===== src/rtl/shake_absorb_pad.sv =====
// Streaming SHAKE absorb front-end: packs words into RATE-bit blocks, applies domain byte + pad10*1.
// Optional ABSORB_STATS_EN adds blk_count/msg_count handshake counters.
//
// state   | meaning
// S_FILL  | accepting message words into the block buffer
// S_EMIT  | block presented, waiting on blk_ready
// S_PADBLK| building a pad-only block after a message that ended exactly on a block boundary
module shake_absorb_pad #(
    parameter int          RATE   = 1088,
    parameter int          WORD   = 64,
    parameter logic [7:0]  DSBYTE = 8'h1F
) (
    input  logic                         clk,
    input  logic                         reset,
    input  logic [WORD-1:0]              in_data,
    input  logic [$clog2(WORD/8):0]      in_bytes,
    input  logic                         in_last,
    input  logic                         in_valid,
    output logic                         in_ready,
    output logic [RATE-1:0]              blk,
    output logic                         blk_valid,
    input  logic                         blk_ready,
    output logic                         blk_last
`ifdef ABSORB_STATS_EN
    ,
    output logic [15:0]                  blk_count,
    output logic [15:0]                  msg_count
`endif
);
    localparam int W   = RATE / WORD;
    localparam int WB  = WORD / 8;
    localparam int RB  = RATE / 8;
    localparam int WCW = $clog2(W);
    localparam int NBW = $clog2(WB) + 1;

    typedef enum logic [1:0] {S_FILL, S_EMIT, S_PADBLK} state_t;

    state_t          r_state, w_state_nx;
    logic [RATE-1:0] r_buf, w_buf_nx;
    logic [WCW-1:0]  r_wcnt, w_wcnt_nx;
    logic            r_pad_pending, w_pad_nx;
    logic            r_blk_last, w_last_nx;
    logic [WORD-1:0] w_word;
    logic            w_acc;
    int              w_nb;
    int              w_p;

    assign in_ready  = (r_state == S_FILL) && reset;
    assign blk       = r_buf;
    assign blk_valid = (r_state == S_EMIT);
    assign blk_last  = r_blk_last;
    assign w_acc     = in_valid && in_ready;

    always_comb begin
        w_state_nx = r_state;
        w_buf_nx   = r_buf;
        w_wcnt_nx  = r_wcnt;
        w_pad_nx   = r_pad_pending;
        w_last_nx  = r_blk_last;
        w_nb       = (in_bytes > NBW'(WB)) ? WB : int'(in_bytes);
        w_p        = int'(r_wcnt) * WB + w_nb;
        w_word     = in_data;
        for (int b = 0; b < WB; b++) begin
            if (b >= w_nb) w_word[8*b +: 8] = 8'h00;
        end

        case (r_state)
            S_FILL: begin
                if (w_acc) begin
                    for (int i = 0; i < W; i++) begin
                        if (i == int'(r_wcnt)) w_buf_nx[WORD*i +: WORD] = in_last ? w_word : in_data;
                    end
                    if (in_last) begin
                        w_state_nx = S_EMIT;
                        w_wcnt_nx  = '0;
                        if (w_p < RB) begin
                            for (int j = 0; j < RB; j++) begin
                                if (j == w_p) w_buf_nx[8*j +: 8] = w_buf_nx[8*j +: 8] ^ DSBYTE;
                            end
                            w_buf_nx[8*(RB-1) +: 8] = w_buf_nx[8*(RB-1) +: 8] ^ 8'h80;
                            w_last_nx = 1'b1;
                        end else begin
                            // message filled the block exactly: padding spills into its own block
                            w_last_nx = 1'b0;
                            w_pad_nx  = 1'b1;
                        end
                    end else if (r_wcnt == WCW'(W-1)) begin
                        w_state_nx = S_EMIT;
                        w_wcnt_nx  = '0;
                        w_last_nx  = 1'b0;
                    end else begin
                        w_wcnt_nx = r_wcnt + 1'b1;
                    end
                end
            end
            S_EMIT: begin
                if (blk_ready) begin
                    w_last_nx = 1'b0;
                    if (r_pad_pending) begin
                        w_state_nx = S_PADBLK;
                    end else begin
                        w_state_nx = S_FILL;
                        w_buf_nx   = '0;
                    end
                end
            end
            S_PADBLK: begin
                w_buf_nx                = '0;
                w_buf_nx[7:0]           = DSBYTE;
                w_buf_nx[8*(RB-1) +: 8] = w_buf_nx[8*(RB-1) +: 8] | 8'h80;
                w_last_nx               = 1'b1;
                w_pad_nx                = 1'b0;
                w_state_nx              = S_EMIT;
            end
            default: w_state_nx = S_FILL;
        endcase
    end

    always_ff @(posedge clk or negedge reset) begin
        if (!reset) begin
            r_state       <= S_FILL;
            r_buf         <= '0;
            r_wcnt        <= '0;
            r_pad_pending <= 1'b0;
            r_blk_last    <= 1'b0;
        end else begin
            r_state       <= w_state_nx;
            r_buf         <= w_buf_nx;
            r_wcnt        <= w_wcnt_nx;
            r_pad_pending <= w_pad_nx;
            r_blk_last    <= w_last_nx;
        end
    end

`ifdef ABSORB_STATS_EN
    logic [15:0] r_blk_count, r_msg_count;
    assign blk_count = r_blk_count;
    assign msg_count = r_msg_count;

    always_ff @(posedge clk or negedge reset) begin
        if (!reset) begin
            r_blk_count <= '0;
            r_msg_count <= '0;
        end else if (blk_valid && blk_ready) begin
            r_blk_count <= r_blk_count + 16'd1;
            if (r_blk_last) r_msg_count <= r_msg_count + 16'd1;
        end
    end
`endif

endmodule


===== config.mk =====
export PLATFORM = sky130hd
export DESIGN_NAME = shake_absorb_pad
export DESIGN_NICKNAME = d
export VERILOG_FILES = /design/src/rtl/shake_absorb_pad.sv
export SDC_FILE = /design/constraint.sdc
export NUM_CORES = 2
export LEC_CHECK = 0
export BUFFER_PORTS_ARGS = -buffer_cell sky130_fd_sc_hd__buf_2
export CAP_MARGIN = 10
export CORE_AREA = 2 2 452 454
export DETAILED_ROUTE_END_ITERATION = 10
export DIE_AREA = 0 0 454 456
export HOLD_SLACK_MARGIN = 0.06
export PLACE_DENSITY = 0.54
export SETUP_SLACK_MARGIN = 0.1
export SLEW_MARGIN = 20
export SYNTH_ARGS = -nofsm -noshare
export SYNTH_HDL_FRONTEND = slang
export SYNTH_SLANG_ARGS = --single-unit

===== constraint.sdc =====
create_clock -name clk -period 2.8 [get_ports clk]
set_input_delay 0 -clock clk [delete_from_list [all_inputs] [get_ports clk]]
set_output_delay 0 -clock clk [all_outputs]
set_load 0.05 [all_outputs]

==> impl_metrics.json <==
{
  "clkSinkCount": 1097,
  "clock_latency_ns": 0.82,
  "syn_area_per_cell_um2": 10.01,
  "r2r-start": "r_wcnt[0]$_DFFE_PN0P_",
  "p_sw_mw": 42.19,
  "area_growth_pct": 42.93,
  "p_sw_share_pct": 49.48,
  "grt_pass1_vias": 52560,
  "max_stage_delay_ns": 0.40,
  "synth_ff_type": "dfrtp_1",
  "dp_hpwl_mm": 223.0,
  "numPortBuffers": 1163,
  "r2r_end": "blk[640]$_DFFE_PN0P_",
  "initialDrtViolationCount": 5719,
  "synth-edff-count": 0,
  "initial_core_util_pct": 26.02,
  "peakVddDrop_mv": 1.113,
  "cts_inserted_buffers": 134,
  "fmax_ghz": 0.3681,
  "cts_max_level": 4,
  "cts_tree": "yes",
  "synth_fp_nets": 5328,
  "synth_cells": 5244,
  "drv_slew": 0,
  "start_kind": "flop",
  "endpoint_kind": "flop",
  "grt_start_max_net_pins": 163,
  "clock_skew_ns": 0.03440,
  "clock_path_buffers": 3,
  "design_area_um2": 75000,
  "mostFrequentLayoutCells": "1,162 x buf_2, 1,095 x dfrtp_1, 689 x nand2_1",
  "fin_crit_ns": 2.717,
  "final_nets": 6921,
  "path_cells": "ha_4 -> ha_4 -> and3_4 -> o221ai_4 -> buf_8 -> buf_6 -> buf_4 -> a2111oi_4 -> buf_4 -> buf_4 -> nor2_2 -> a21oi_1 -> o311ai_2",
  "critPathRequiredTime_ns": 3.47,
  "avgRoutedWirePerCell_um": 32.89,
  "die_h_um": 456,
  "synth.distinct_cells": 95,
  "via_per_inst": 5.748,
  "crit_type": "flop to flop",
  "tightest_slew_ns": 1.051,
  "grt_overflow": 0,
  "r2r_cells": 13,
  "place_congestion": 0.9091,
  "antenna_left": 0,
  "dr.pass1.iters": 6,
  "num_rows": 165,
  "n_fill_cell": 20230,
  "status": "finished clean",
  "drt_wl_total_mm": 316.4,
  "io_pins": 1164,
  "maxSlewHeadroom_pct": 29.93,
  "clk_pin_slew_ns": 0.06,
  "rrSetupSlack_ns": 0.08,
  "antenna_found_initial": 14,
  "power_density_nw_per_um2": 1137,
  "drc": 0,
  "critPathMaxFanout": 6,
  "syn_area_um2": 52480,
  "cp_slowest_cell": "dfrtp_1",
  "p_seq_share_pct": 24.2,
  "die_x_um": 454,
  "startpoint": "r_wcnt[0]$_DFFE_PN0P_",
  "synth_warnings": 0,
  "hp-class": "input port to flop",
  "yosysSeqAreaShare_pct": 52.31,
  "hold_viol_final": 0,
  "core_area_um2": 201700,
  "fin_crit_sh_pct": 97.02,
  "crit_top_cell": "buf_4",
  "holdPathStages": 6,
  "clkPwrFrac_pct": 21.3,
  "die_area_um2": 207000,
  "rsz0062_at_grt": "yes",
  "power_frac_comb_pct": 54.5,
  "seq_area_um2": 27450,
  "setup_viol": 0,
  "place_area_um2": 66120,
  "layout-drive-gt1-share_pct": 37.47,
  "via_count": 55300,
  "cp.arrival_ns": 3.39,
  "cts.root.buffer_cell": "clkbuf_16",
  "crit_path_end": "blk[640]$_DFFE_PN0P_",
  "leakage_nw": 36.56,
  "ys_ff_latch": 1097,
  "track_usage_pct": 28.54,
  "postSynth.asyncResetShare_pct": 100.0,
  "multiInputGateArea_um2": 25620,
  "hold_ws_ns": 0.1595,
  "layout_commonest_cell": "buf_2",
  "grt_pass1_wl_mm": 420.8,
  "cap_viol_max_count": 0,
  "p_int_mw": 43.08
}
-- stage by stage --
| step | utilization, % | TNS (ns) | setup WS [ns] | instances | total power [mW] |
|---|---|---|---|---|---|
| floorplan | - | 0 | 0.1172 | 5244 | 46.41 |
| global placement | 32.75 | -31.07 | -0.3165 | 9192 | 61.86 |
| detailed placement | 32.78 | -47.06 | -0.3045 | 9195 | 62.63 |
| CTS | 35.75 | 0 | 0.01207 | 9528 | 81.42 |
| global route | 37.18 | 0 | 0.004757 | 9616 | 88.60 |
| finish | 37.19 | 0 | 0.08336 | 9621 | 85.28 |
-- metal layers --
metal | vias to the layer above | global-route usage, % | part of all wire, %
met2 | 2998 | 46.90 | 48
met1 | 28150 | 32.25 | 35
li1 | 23390 | - | -
met3 | 768 | 6.728 | 8.2
met5 | - | 0 | 0
met4 | 0 | 20.80 | 8.6
-- flip-flops by register name (all words and copies together) (netlist names) --
register	cells
blk_last	1
r_wcnt	5
r_pad_pending	1
r_state	2
blk	1088
-- worst max-delay path: cells and delay by family (launching register included) --
kind	cells	cell delay, ns
compound gates	4	0.70
fa+ha+maj	2	0.37
buf+inv	5	0.81
flops	1	0.40
simple gates	2	0.29
-- cell usage after synthesis, drive strengths merged, types with 8 or more instances --
cell type,number,area (um^2)
a2111oi,16,172.7
a211oi,62,485.5
a21boi,8,60.05
a21o,18,135.1
a21oi,336,1734
a221o,34,340.3
a221oi,447,3915
a22o,46,402.9
a2bb2oi,15,131.4
a31oi,26,177.7
a32oi,15,131.4
and2,33,206.5
and3,49,311.6
buf,108,553.0
clkbuf,370,1389
dfrtp,1097,27450
ha,11,137.6
inv,54,202.7
mux2i,32,320.3
nand2,730,2745
nand2b,12,75.07
nand3,73,377.9
nand4,14,87.58
nor2,197,757.0
nor2b,8,50.05
nor3,118,715.7
nor4,14,161.4
o211ai,35,262.8
o21a,13,97.59
o21ai,551,2769
o221a,13,146.4
o22a,449,3933
o22ai,45,281.5
o311ai,47,434.2
o31ai,31,242.7
o32ai,10,87.58
or3,10,62.56
xnor2,15,138.9
-- worst min path at each step --
stage           startpoint                   endpoint  slack [ns]
6_report       in_bytes[3]  r_pad_pending$_DFFE_PN0P_        0.16
5_1_grt        in_bytes[3]  r_pad_pending$_DFFE_PN0P_        0.15
4_1_cts        in_bytes[3]  r_pad_pending$_DFFE_PN0P_        0.12
3_5_place_dp         reset       blk[772]$_DFFE_PN0P_        0.18
3_3_place_gp         reset       blk[772]$_DFFE_PN0P_        0.19
2_1_floorplan        reset         blk[0]$_DFFE_PN0P_       -0.30
-- cell families after synthesis --
kind of cell	Yosys count	share of synthesized area, %
muxes	33	0.6319
xor gates and xnor gates	18	0.3291
and+or+nand+nor	1285	11.03
adders and majority gates	11	0.2623
buffers and inverters	532	4.087
AOI/OAI and AO/OA	2268	31.34
DFF	1097	52.31
-- power groups by stage --
stage	sequential (mW)	clock, mW	combinational [mW]
2_1_floorplan	28.6	0	17.8
3_3_place_gp	20.6	0	41.2
3_5_place_dp	20.7	0	41.9
4_1_cts	20.5	18.4	42.5
5_1_grt	20.9	19.1	48.7
6_report	20.6	18.2	46.5
-- layout make-up --
type | instances | share of cell area (%)
diodes | 13 | 0.04337
clock buffers | 195 | 5.193
clock inverters | 40 | 0.7824
inverters | 54 | 0.2753
multi-input cells | 3621 | 34.16
flip-flops and latches | 1097 | 36.60
well taps | 2672 | 4.458
repair buffers | 1929 | 18.48
-- timing repair --
action,4_1_cts,5_1_grt
hold endpoints to repair,1314,0
buffers inserted,23,60
gates resized for setup,108,427
cloned,2,21
pin swaps,14,89
endpoints found under the setup margin,673,725
hold buffers,73,0
Power figures use the tool's default switching activity.
